===== config.mk =====
export PLATFORM = sky130hd
export DESIGN_NAME = submax_row_sched
export DESIGN_NICKNAME = d
export VERILOG_FILES = /design/src/rtl/submax_pkg.sv /design/src/rtl/submax_adder_arb.sv /design/src/rtl/submax_row_sched.sv
export SDC_FILE = /design/constraint.sdc
export NUM_CORES = 1
export LEC_CHECK = 0
export ABC_AREA = 0
export CAP_MARGIN = 15
export CORE_ASPECT_RATIO = 1.5
export CORE_MARGIN = 2
export CORE_UTILIZATION = 50
export DETAILED_ROUTE_END_ITERATION = 16
export GPL_ROUTABILITY_DRIVEN = 0
export PLACE_DENSITY = 0.83
export SLEW_MARGIN = 20
export SYNTH_ARGS = -nofsm -noshare
export SYNTH_HDL_FRONTEND = slang
export SYNTH_SLANG_ARGS = --single-unit

===== constraint.sdc =====
create_clock -name clk -period 6.1 [get_ports clk]
set_clock_uncertainty 0.2 [all_clocks]
set_input_delay 1.22 -clock clk [delete_from_list [all_inputs] [get_ports clk]]
set_output_delay 1.22 -clock clk [all_outputs]
set_load 0.05 [all_outputs]

===== src/rtl/submax_pkg.sv =====
// Shared types, FP32 constants and ordering helpers for the row-max subtraction sequencer.
package submax_pkg;

    typedef enum logic [2:0] {
        ST_IDLE,
        ST_RD_ISSUE,
        ST_RD_DRAIN,
        ST_SUB_ISSUE,
        ST_SUB_WAIT,
        ST_Y_WR,
        ST_FIN
    } state_e;

    localparam logic [31:0] FP32_POS_ZERO = 32'h0000_0000;
    localparam logic [31:0] FP32_SIGN_BIT = 32'h8000_0000;

    // Monotonic unsigned key: larger key means larger FP32 value.
    function automatic logic [31:0] fp32_key(input logic [31:0] x);
        return x[31] ? ~x : (x ^ FP32_SIGN_BIT);
    endfunction

    function automatic logic fp32_gt(input logic [31:0] a, input logic [31:0] b);
        return fp32_key(a) > fp32_key(b);
    endfunction

endpackage


===== src/rtl/submax_adder_arb.sv =====
// Owner tracking and operand/handshake muxing for the shared FP32 adder.
module submax_adder_arb (
    input  logic        clk,
    input  logic        rst_n,
    input  logic        sweep_sub_i,
    input  logic        int_start_i,
    input  logic [31:0] int_a_i,
    input  logic [31:0] int_b_i,
    output logic        int_free_o,
    input  logic        ext_start_i,
    input  logic [31:0] ext_a_i,
    input  logic [31:0] ext_b_i,
    output logic        ext_ready_o,
    output logic        ext_busy_o,
    output logic        ext_done_o,
    output logic [31:0] ext_z_o,
    output logic        add_start_o,
    output logic [31:0] add_a_o,
    output logic [31:0] add_b_o,
    input  logic        add_busy_i,
    input  logic        add_done_i,
    input  logic [31:0] add_z_i
);

    logic ext_own_q, ext_own_d;
    logic int_own_q, int_own_d;
    logic ext_acc;

    always_ff @(posedge clk or negedge rst_n) begin
        if (!rst_n) begin
            ext_own_q <= 1'b0;
            int_own_q <= 1'b0;
        end else begin
            ext_own_q <= ext_own_d;
            int_own_q <= int_own_d;
        end
    end

    // Ownership is taken on a granted start and released by the adder's done pulse.
    always_comb begin
        ext_own_d = ext_own_q;
        int_own_d = int_own_q;
        if (ext_acc)         ext_own_d = 1'b1;
        else if (add_done_i) ext_own_d = 1'b0;
        if (int_start_i)     int_own_d = 1'b1;
        else if (add_done_i) int_own_d = 1'b0;
    end

    assign ext_ready_o = !add_busy_i && !int_own_q && !sweep_sub_i;
    assign ext_acc     = ext_start_i && ext_ready_o;
    assign int_free_o  = !add_busy_i && !ext_own_q;
    assign ext_busy_o  = add_busy_i && ext_own_q;
    assign ext_done_o  = add_done_i && ext_own_q;
    assign ext_z_o     = add_z_i;
    assign add_start_o = ext_acc || int_start_i;
    assign add_a_o     = ext_acc ? ext_a_i : int_a_i;
    assign add_b_o     = ext_acc ? ext_b_i : int_b_i;

endmodule


===== src/rtl/submax_row_sched.sv =====
// Row-wise max search over the score SRAM, then Y = X - rowmax through the shared adder.
module submax_row_sched
    import submax_pkg::*;
#(
    parameter int unsigned T   = 4,
    parameter int unsigned T_W = (T <= 1) ? 1 : $clog2(T)
) (
    input  logic           clk,
    input  logic           rst_n,
    input  logic           start,
    output logic           busy,
    output logic           done,
    output logic           sc_re,
    output logic [T_W-1:0] sc_tq,
    output logic [T_W-1:0] sc_tk,
    input  logic [31:0]    sc_rdata,
    input  logic           sc_rvalid,
    input  logic           cpu_re,
    input  logic [T_W-1:0] cpu_tq,
    input  logic [T_W-1:0] cpu_tk,
    output logic           cpu_ready,
    output logic [31:0]    cpu_rdata,
    output logic           cpu_rvalid,
    output logic           add_start,
    output logic [31:0]    add_a,
    output logic [31:0]    add_b,
    input  logic           add_busy,
    input  logic           add_done,
    input  logic [31:0]    add_z,
    input  logic           ext_add_start,
    input  logic [31:0]    ext_a,
    input  logic [31:0]    ext_b,
    output logic           ext_add_ready,
    output logic           ext_busy,
    output logic           ext_done,
    output logic [31:0]    ext_z,
    output logic           y_we,
    output logic [T_W-1:0] y_tq,
    output logic [T_W-1:0] y_tk,
    output logic [31:0]    y_wdata
);

    localparam logic [T_W-1:0] LAST = T_W'(T - 1);

    state_e         state_q, state_d;
    logic [T_W-1:0] row_q, row_d, k_q, k_d, cap_q, cap_d;
    logic [31:0]    max_q, max_d, yw_q, yw_d;
    logic [31:0]    rowbuf_q [T];
    logic [31:0]    rowbuf_d [T];
    logic           busy_q, busy_d, done_q, done_d, tag_q;

    logic        cpu_grant, cap_v, is_max, int_start, int_free;
    logic [31:0] elem;

    always_ff @(posedge clk or negedge rst_n) begin
        if (!rst_n) begin
            state_q  <= ST_IDLE;
            row_q    <= '0;
            k_q      <= '0;
            cap_q    <= '0;
            max_q    <= '0;
            yw_q     <= '0;
            rowbuf_q <= '{default: '0};
            busy_q   <= 1'b0;
            done_q   <= 1'b0;
            tag_q    <= 1'b0;
        end else begin
            state_q  <= state_d;
            row_q    <= row_d;
            k_q      <= k_d;
            cap_q    <= cap_d;
            max_q    <= max_d;
            yw_q     <= yw_d;
            rowbuf_q <= rowbuf_d;
            busy_q   <= busy_d;
            done_q   <= done_d;
            tag_q    <= cpu_grant;
        end
    end

    // Score port: CPU passes through only in IDLE; tag routes the return one cycle later.
    assign cpu_ready  = (state_q == ST_IDLE);
    assign cpu_grant  = cpu_ready && cpu_re;
    assign sc_re      = cpu_grant || (state_q == ST_RD_ISSUE);
    assign sc_tq      = cpu_grant ? cpu_tq : row_q;
    assign sc_tk      = cpu_grant ? cpu_tk : k_q;
    assign cpu_rdata  = sc_rdata;
    assign cpu_rvalid = sc_rvalid && tag_q;
    assign cap_v      = sc_rvalid && !tag_q &&
                        ((state_q == ST_RD_ISSUE) || (state_q == ST_RD_DRAIN));

    assign elem      = rowbuf_q[k_q];
    assign is_max    = (elem == max_q);
    assign int_start = (state_q == ST_SUB_ISSUE) && !is_max && int_free;

    always_comb begin
        state_d  = state_q;
        row_d    = row_q;
        k_d      = k_q;
        cap_d    = cap_q;
        max_d    = max_q;
        yw_d     = yw_q;
        rowbuf_d = rowbuf_q;
        busy_d   = busy_q;
        done_d   = 1'b0;

        if (cap_v) begin
            rowbuf_d[cap_q] = sc_rdata;
            if ((cap_q == '0) || fp32_gt(sc_rdata, max_q)) max_d = sc_rdata;
            cap_d = (cap_q == LAST) ? '0 : cap_q + T_W'(1);
        end

        unique case (state_q)
            ST_IDLE: begin
                if (start) begin
                    state_d = ST_RD_ISSUE;
                    row_d   = '0;
                    k_d     = '0;
                    cap_d   = '0;
                    busy_d  = 1'b1;
                end
            end
            ST_RD_ISSUE: begin
                if (k_q == LAST) begin
                    k_d     = '0;
                    state_d = ST_RD_DRAIN;
                end else begin
                    k_d = k_q + T_W'(1);
                end
            end
            ST_RD_DRAIN: state_d = ST_SUB_ISSUE;
            ST_SUB_ISSUE: begin
                if (is_max) begin
                    yw_d    = FP32_POS_ZERO;
                    state_d = ST_Y_WR;
                end else if (int_free) begin
                    state_d = ST_SUB_WAIT;
                end
            end
            ST_SUB_WAIT: begin
                if (add_done) begin
                    yw_d    = add_z;
                    state_d = ST_Y_WR;
                end
            end
            ST_Y_WR: begin
                if (k_q != LAST) begin
                    k_d     = k_q + T_W'(1);
                    state_d = ST_SUB_ISSUE;
                end else if (row_q != LAST) begin
                    k_d     = '0;
                    row_d   = row_q + T_W'(1);
                    state_d = ST_RD_ISSUE;
                end else begin
                    k_d     = '0;
                    busy_d  = 1'b0;
                    done_d  = 1'b1;
                    state_d = ST_FIN;
                end
            end
            ST_FIN:  state_d = ST_IDLE;
            default: state_d = ST_IDLE;
        endcase
    end

    assign busy    = busy_q;
    assign done    = done_q;
    assign y_we    = (state_q == ST_Y_WR);
    assign y_tq    = row_q;
    assign y_tk    = k_q;
    assign y_wdata = yw_q;

    submax_adder_arb u_arb (
        .clk         (clk),
        .rst_n       (rst_n),
        .sweep_sub_i ((state_q == ST_SUB_ISSUE) || (state_q == ST_SUB_WAIT)),
        .int_start_i (int_start),
        .int_a_i     (elem),
        .int_b_i     ({~max_q[31], max_q[30:0]}),
        .int_free_o  (int_free),
        .ext_start_i (ext_add_start),
        .ext_a_i     (ext_a),
        .ext_b_i     (ext_b),
        .ext_ready_o (ext_add_ready),
        .ext_busy_o  (ext_busy),
        .ext_done_o  (ext_done),
        .ext_z_o     (ext_z),
        .add_start_o (add_start),
        .add_a_o     (add_a),
        .add_b_o     (add_b),
        .add_busy_i  (add_busy),
        .add_done_i  (add_done),
        .add_z_i     (add_z)
    );

endmodule


### After elaboration in Yosys (flattened, before gate mapping)

Cells that the tools add are included.

* bits in registers: 206
* input port bits: 140
* output and inout bits: 178
* word-level logic and storage cells: 127

* add/subtract/negate cells: 3
* $lt $le $gt $ge: 4
* eq/ne operators: 18
* multiplexer cells: 44
* bitwise gates (word level): 6
* reduce and logical (&&, ||, !) cells: 37

Operator list (count)
* $mux W32: 9
* $bwmux W128: 1
* $bmux W32 S2: 1
* $demux W32 S2: 1
* $not A32 Y32: 2
* $pmux W32 S2: 1
* $eq A32 B32 Y1: 1
* $gt A32 B32 Y1: 1
* $mux W2: 11
* $mux W3: 7
* $pmux W3 S6: 1
* $ne A2 B2 Y1 const B: 7
* $logic_and A1 B1 Y1: 13
* $reduce_and A4 Y1: 3
* $mux W1: 9
* $reduce_bool A2 Y1: 4
* $add A2 B1 Y2 const B: 3
* $eq A3 B2 Y1 const B: 2
* $eq A3 B3 Y1 const B: 2
* $ge A3 B3 Y1 const B: 2
* $logic_not A1 Y1: 6
* $not A2 Y3: 2
* $pmux W2 S3: 1
* $logic_or A1 B1 Y1: 5
* 13 further kinds: 17

### Depth between registers and ports, before layout

Gate-level depths: netlist of the first run.

* depth in word-level cells: 9
* gate-level depth with buffers: 12
* gate-level depth less buffers: 9

### By module

From an unflattened synthesis of the first run, not the netlist that was laid out.

* cell total of the unflattened synthesis: 952
* area total of the unflattened synthesis: 11686.2 um^2

By module, submodules not included
* submax_row_sched: instances 1, cells each 838, area an instance 10551.4 um^2
* submax_adder_arb: instances 1, cells each 114, area an instance 1134.8 um^2

### Least setup slack after synthesis of the first run

OpenSTA, ideal clock, no wires.

* path type: in2out
* start point: input port add_busy
* end point: output port add_b[31]
* arrival time: 5.493 ns
* slack: -0.813 ns
* cell stages on the path: 5
* path buffers: 2
* path through: a2111oi_0 nand2_1 clkbuf_1 clkbuf_1 a21oi_1

* longest elaborated chain between the ends: 5

RTL lines
* from (decl): RTL line submax_row_sched.sv:27 `input logic add_busy,`
* $logic_not A1 Y1: RTL line submax_adder_arb.sv:49 `assign ext_ready_o = !add_busy_i && !int_own_q && !sweep_sub_i;`
* $logic_and A1 B1 Y1 (2 in series): RTL line submax_adder_arb.sv:49
* $logic_and A1 B1 Y1: RTL line submax_adder_arb.sv:50 `assign ext_acc = ext_start_i && ext_ready_o;`
* $mux W32: RTL line submax_adder_arb.sv:57 `assign add_b_o = ext_acc ? ext_b_i : int_b_i;`
* to (decl): RTL line submax_row_sched.sv:26 `output logic [31:0] add_b,`

Every way passes these cells.

### Final worst setup path of the first run

* start point: register k_q[0] (netlist: y_tk[0])
* end point: output port add_start

* longest elaborated chain between the ends: 9

RTL lines
* from (decl): RTL line submax_row_sched.sv:46 `logic [T_W-1:0] row_q, row_d, k_q, k_d, cap_q, cap_d;`
* from (signal assigned): RTL line submax_row_sched.sv:70 `k_q <= k_d;`
* $not A2 Y3 (not written as such): RTL line submax_row_sched.sv:92 `assign elem = rowbuf_q[k_q];`
* $bmux W32 S2: RTL line submax_row_sched.sv:92
* $mux W32 (not written as such) (2 in series): RTL line submax_row_sched.sv:92
* $eq A32 B32 Y1: RTL line submax_row_sched.sv:93 `assign is_max = (elem == max_q);`
* $logic_not A1 Y1: RTL line submax_row_sched.sv:94 `assign int_start = (state_q == ST_SUB_ISSUE) && !is_max && int_free;`
* $logic_and A1 B1 Y1 (2 in series): RTL line submax_row_sched.sv:94
* $logic_or A1 B1 Y1: RTL line submax_adder_arb.sv:55 `assign add_start_o = ext_acc || int_start_i;`
* to (decl): RTL line submax_row_sched.sv:24 `output logic add_start,`

Every way passes these cells. The select of a mux whose other input is x is not followed.

==> results of run 1 <==
[per-layer routing]
layer	vias to the layer above	part of all wire (%)	GRT usage, %
li1	3800	-	-
met1	4190	36	29.69
met2	351	54	47.25
met3	51	7.3	5.262
met4	0	2.5	7.818
met5	-	0	0
[logic make-up after synthesis]
kind of cell,count (synthesis)
muxes,258
AOI/OAI and AO/OA,84
buffers and inverters,124
and+or+nand+nor,146
xor gates and xnor gates,94
DFF,206
adders and majority gates,38
[state kept, by name, summed over array words and instances (netlist names)]
name	flops
busy	1
cap_q	2
done	1
max_q	32
rowbuf_q	128
state_q	3
tag_q	1
u_arb.ext_own_q	1
u_arb.int_own_q	1
y_tk	2
y_tq	2
y_wdata	32
[synthesized netlist by cell type, drive strengths merged]
| library cell | instances |
|---|---|
| a2111oi | 1 |
| nand4 | 16 |
| ha | 38 |
| and2 | 4 |
| buf | 83 |
| o22a | 2 |
| mux2i | 3 |
| nand2 | 87 |
| nor3b | 2 |
| a21oi | 49 |
| o31ai | 1 |
| and3 | 1 |
| o21a | 3 |
| nand3 | 2 |
| mux2 | 223 |
| a31oi | 1 |
| or2 | 5 |
| clkbuf | 33 |
| nand3b | 1 |
| a21o | 12 |
| mux4 | 32 |
| o21ai | 12 |
| xor2 | 31 |
| dfrtp | 206 |
| nand2b | 3 |
| inv | 8 |
| o211ai | 1 |
| nor4 | 2 |
| nor2b | 4 |
| or3 | 4 |
| xnor2 | 63 |
| nor3 | 3 |
| o22ai | 2 |
| nor2 | 12 |
[worst paths after layout]
| kind | startpoint | end | slack [ps] | cells after the start |
|---|---|---|---|---|
| worst max register to register | max_q[31]$_DFFE_PN0P_ | max_q[29]$_DFFE_PN0P_ | 2150 | 11 |
| min in group asynchronous | rst_n | rowbuf_q[43]$_DFFE_PN0P_ | 590 | 1 |
| worst max-delay path | y_tk[0]$_DFFE_PN0P_ | add_start | 370 | 10 |
| max in group asynchronous | rst_n | y_tk[0]$_DFFE_PN0P_ | 3810 | 2 |
| worst min-delay path | rowbuf_q[31]$_DFFE_PN0P_ | rowbuf_q[31]$_DFFE_PN0P_ | 280 | 2 |
| worst min register to register | rowbuf_q[31]$_DFFE_PN0P_ | rowbuf_q[31]$_DFFE_PN0P_ | 280 | 2 |
[through the flow]
step	util [%]	setup WS [ps]	cell area, um^2
final	67.06	371.1	15400
after global routing	67.06	264.5	15400
after CTS	67.06	391.5	15400
after detailed placement	63.76	775.9	14650
after global placement	63.76	837.1	14650
after floorplan	-	797.8	11670
[cell type report]
type	instances	share of cell area (%)
Tap cell	280	2.274
Inverter	8	0.1949
Sequential cell	206	33.49
Timing Repair Buffer	332	21.48
Multi-Input combinational cell	620	37.64
Clock buffer	27	3.687
Clock inverter	11	1.235
[power breakdown]
group	switching, uW	leakage, uW	total, uW	internal (uW)
Sequential	507	0.00251	2530	2020
Combinational	3310	0.00362	5900	2580
Clock	554	0.000369	1430	873
[worst reg2reg max path: cells and delay by family, from the launching register on]
family / cells / cell delay, ps
adders and majority gates: 1 / 260
muxes: 1 / 370
DFF: 1 / 370
xor gates and xnor gates: 1 / 190
buffers and inverters: 2 / 760
AOI/OAI and AO/OA: 5 / 1210
and+or+nand+nor: 1 / 460
==> impl_metrics.ini, run 1 <==
[cts]
clk_pin_slew_ps = 70
numCtsBuffers = 21
cts_setup_buffers = 0
clock_path_buffers = 3
cts_resized = 0
cts_root_buf = clkbuf_16
worst_skew_pair.late_latency_ps = 510
tritoncts = yes
postCtsHoldBufs = 0
htreeDepth = 1
clkSinkCount = 206

[final_layout]
antenna_cells = 0
layout_common_cells = clkdlybuf4s50_1 (315), mux2_2 (223), dfrtp_1 (203)
nFillCells = 1684
drive_gt1_share_pct = 25.58
register_area_um2 = 5159
syn_to_final_growth_pct = 32.10
multi_input_area_um2 = 5798
final_common_cell = clkdlybuf4s50_1
final_cells = 1484
final_nets = 1367

[timing]
worst_pin_slew_ps = 1070
final-hold-violation-count = 0
period_share_pct = 93.92
holdWs_ps = 283.8
final-setup-viol-count = 0
relSlewSlack_pct = 28.39
fin_tns_setup_ps = 0
max_freq_mhz = 174.6
rsz0062_at_grt = false
maxSlewViolCount = 0
finalCriticalPeriod_ps = 5729

[synthesis]
synthAdderAreaFrac_pct = 4.077
yosysWarnings = 0
synth.distinct_cells = 40
synth_compound_area_share_pct = 4.099
muxShareOfSynthArea_pct = 28.45
syn_area_per_cell_um2 = 12.27
yosys.area.top_type = dfrtp_1
synth_simple_gate_area_share_pct = 5.687
synth_xor_xnor_area_share_pct = 7.060
syn_nets = 1128
synth_top_family_by_area = multiplexers
syn_area_um2 = 11660
synth_top_area_share_pct = 44.21
synth-seq-area-share_pct = 44.21
synth_cells = 950
ys_ff_latch = 206
synthTopCellsByArea = dfrtp_1 (44%), mux2_2 (22%), xnor2_1 (4.7%)

[global_routing]
grt_max_degree = 103
grt_pass1_vias = 9111
antenna_found_initial = 0
grtUsageTotal_pct = 25.66
grt-ovfl-total = 0
grt_pass1_wl_mm = 48.97

[outcome]
outcome = complete, no violations

[power]
power.density_nw_per_um2 = 639.5
p_leak_uw = 0.006499
irDropWorstVdd_v = 0.0004502
total_power_uw = 9851

[route]
drc_errors = 0
drtIter0Drc = 382
totalWireLength_mm = 31.69
num_vias = 8392
drt_pass1_iterations = 5
wire_per_inst_um = 21.35
viasPerCell = 5.655
detail-route-antenna-nets = 0

[floorplanning]
die_area_um2 = 24580
die_x_um = 128.7
die_h_um = 191.0
coreArea_um2 = 22970
initial_core_util_pct = 50.76
placementRows = 68
io_pins = 318

[critical_path]
worstPathMaxFanout = 13
critPathRequiredTime_ps = 4680
crit_path_max_incr_delay_ps = 770
cp_cell_sequence = buf_4 > buf_4 > mux4_1 > xnor2_1 > nand4_1 > nor4_1 > nand2_1 > nand2_1 > o21ai_0 > clkdlybuf4s50_1
path_buf_inv = 3
path_class = reg -> out
path_delay_family = buffers and inverters
startpoint_type = register
end_kind = output port
slowest_stage = clkdlybuf4s50_1
worstPathArrival_ps = 4310

[place]
dp_hpwl_mm = 22.53
port_buffers = 317
place_inst = 1446

[job]
drv_cap = 0

[worst_hold_path]
hold_path_class = reg -> reg
(Power assumes the default switching activity.)
==> inputs of run 2 (changes only) <==
- CELL_PAD_IN_SITES_DETAIL_PLACEMENT: not set -> 0
- CELL_PAD_IN_SITES_GLOBAL_PLACEMENT: not set -> 1
- CORE_UTILIZATION: 50 -> 39
- PLACE_DENSITY: 0.83 -> not set
- PLACE_DENSITY_LB_ADDON: not set -> 0.1
- clock period: 6.1 -> 6.4 ns (I/O delays scaled with it)
==> run 2 against run 1 <==
Compared with the run above:
- register-to-register slack better by 170 ps
- critical endpoint is now add_b[24]
- sequential power down 4%
- combinational power fell by 6.6%
- die area rose by 27%
- sequential share of layout area down 0.20 points
- largest power group unchanged
- utilization is 14 points lower
- power is 5.8% lower
- final area grew 0.61%
- non-clock buffer count is 1 lower
==> impl_metrics.ini, run 2 (same netlist as run 1, synthesis figures left out) <==
[outcome]
outcome = complete, no violations

[global_routing]
antenna_found_initial = 0
grtUsageTotal_pct = 20.19
grt_pass1_vias = 8878
grt-ovfl-total = 0
grt_max_degree = 89
grt_pass1_wl_mm = 50.17

[critical_path]
worstPathMaxFanout = 67
startpoint_type = primary input
r2r_slack_ps = 2320
critPathRequiredTime_ps = 4920
path_class = in -> out
end_kind = output port
worstPathArrival_ps = 4260

[timing]
finalCriticalPeriod_ps = 5737
final-setup-viol-count = 0
rsz0062_at_grt = false
maxSlewViolCount = 0
fin_ws_ps = 662.5
holdWs_ps = 277.9
fin_tns_setup_ps = 0
period_share_pct = 89.65
worst_pin_slew_ps = 1119
relSlewSlack_pct = 25.11
final-hold-violation-count = 0
max_freq_mhz = 174.3

[power]
sw_frac_of_total_pct = 44.50
clkPwrFrac_pct = 14.5
net-switching-power_uw = 4131
pwr-share-comb_pct = 59.3
total_power_uw = 9282
irDropWorstVdd_v = 0.0002963
seq_power_share_pct = 26.2
power.density_nw_per_um2 = 598.9
p_leak_uw = 0.006519
p_int_uw = 5151

[floorplanning]
die_x_um = 145.2
die_h_um = 215.8
coreArea_um2 = 29480
initial_core_util_pct = 39.56
placementRows = 77
io_pins = 318
die_area_um2 = 31330

[cts]
cts_root_buf = clkbuf_16
htreeDepth = 1
numCtsBuffers = 23
tritoncts = yes
clkSinkCount = 206
clk_pin_slew_ps = 60
cts_setup_buffers = 0
clock_path_buffers = 3
worst_skew_pair.late_latency_ps = 510
cts_resized = 0
postCtsHoldBufs = 0

[place]
dpl_worst_slack_ps = 602.8
port_buffers = 317
dp_hpwl_mm = 22.30

[route]
wire_per_inst_um = 20.00
drtIter0Drc = 228
drc_errors = 0
num_vias = 8181
drt_pass1_iterations = 4
totalWireLength_mm = 32.01
detail-route-antenna-nets = 0
viasPerCell = 5.110

[final_layout]
largest_reg_flops = 128
layout_common_cells = clkdlybuf4s50_1 (297), mux2_2 (223), dfrtp_1 (203)
final_common_cell = clkdlybuf4s50_1
drive_gt1_share_pct = 27.28
nFillCells = 2672
final_nets = 1368
syn_to_final_growth_pct = 32.91
regMostFlops = rowbuf_q
antenna_cells = 0

[worst_hold_path]
hold_path_class = reg -> reg

[job]
drv_cap = 0
[run 2: layout make-up]
cell class | instances | area, um^2 | area share, %
inverters | 8 | 30.03 | 0.1938
multi-input cells | 620 | 5793 | 37.38
well taps | 395 | 494.2 | 3.189
clock inverters | 11 | 113.9 | 0.7346
clock buffers | 30 | 651.9 | 4.206
repair buffers | 331 | 3257 | 21.01
flip-flops and latches | 206 | 5159 | 33.28
[run 2: path summary, 6_finish.rpt]
kind / depth (start not counted) / end / start
hold reg to reg: 2 / rowbuf_q[31]$_DFFE_PN0P_ / rowbuf_q[31]$_DFFE_PN0P_
min in group asynchronous: 1 / rowbuf_q[86]$_DFFE_PN0P_ / rst_n
setup / recovery: 5 / add_b[24] / add_busy
max in group asynchronous: 2 / y_tk[0]$_DFFE_PN0P_ / rst_n
hold / removal: 2 / rowbuf_q[31]$_DFFE_PN0P_ / rowbuf_q[31]$_DFFE_PN0P_
setup reg to reg: 11 / max_q[13]$_DFFE_PN0P_ / max_q[31]$_DFFE_PN0P_
[run 2: stage by stage]
step	util [%]	cells	cell area, um^2
2_1_floorplan	-	950	11660
3_3_place_gp	49.97	1560	14730
3_5_place_dp	49.97	1560	14730
4_1_cts	52.57	1601	15500
5_1_grt	52.57	1601	15500
6_report	52.57	1601	15500
[run 2: worst max-delay path, stage by stage]
cell and delay [ps]:
clkdlybuf4s50_1 430, a2111oi_1 650, nand2_4 650, mux2_2 420
clkdlybuf4s50_1 800
[run 2: routing by layer]
metal  part of all wire [%]  up-vias  GRT usage [%]
met5                      0        -              0
met4                    1.8        0          4.444
met3                    5.9       40          4.059
met2                     51      249          37.00
met1                     41     4105          24.51
li1                       -     3787              -
[run 2: power groups by stage]
stage	clock [uW]	sequential, uW	combinational (uW)
finish	1350	2430	5510
global route	1440	2520	5870
CTS	1380	2430	5590
detailed placement	0	2450	5560
global placement	0	2430	5530
floorplan	0	2550	3760
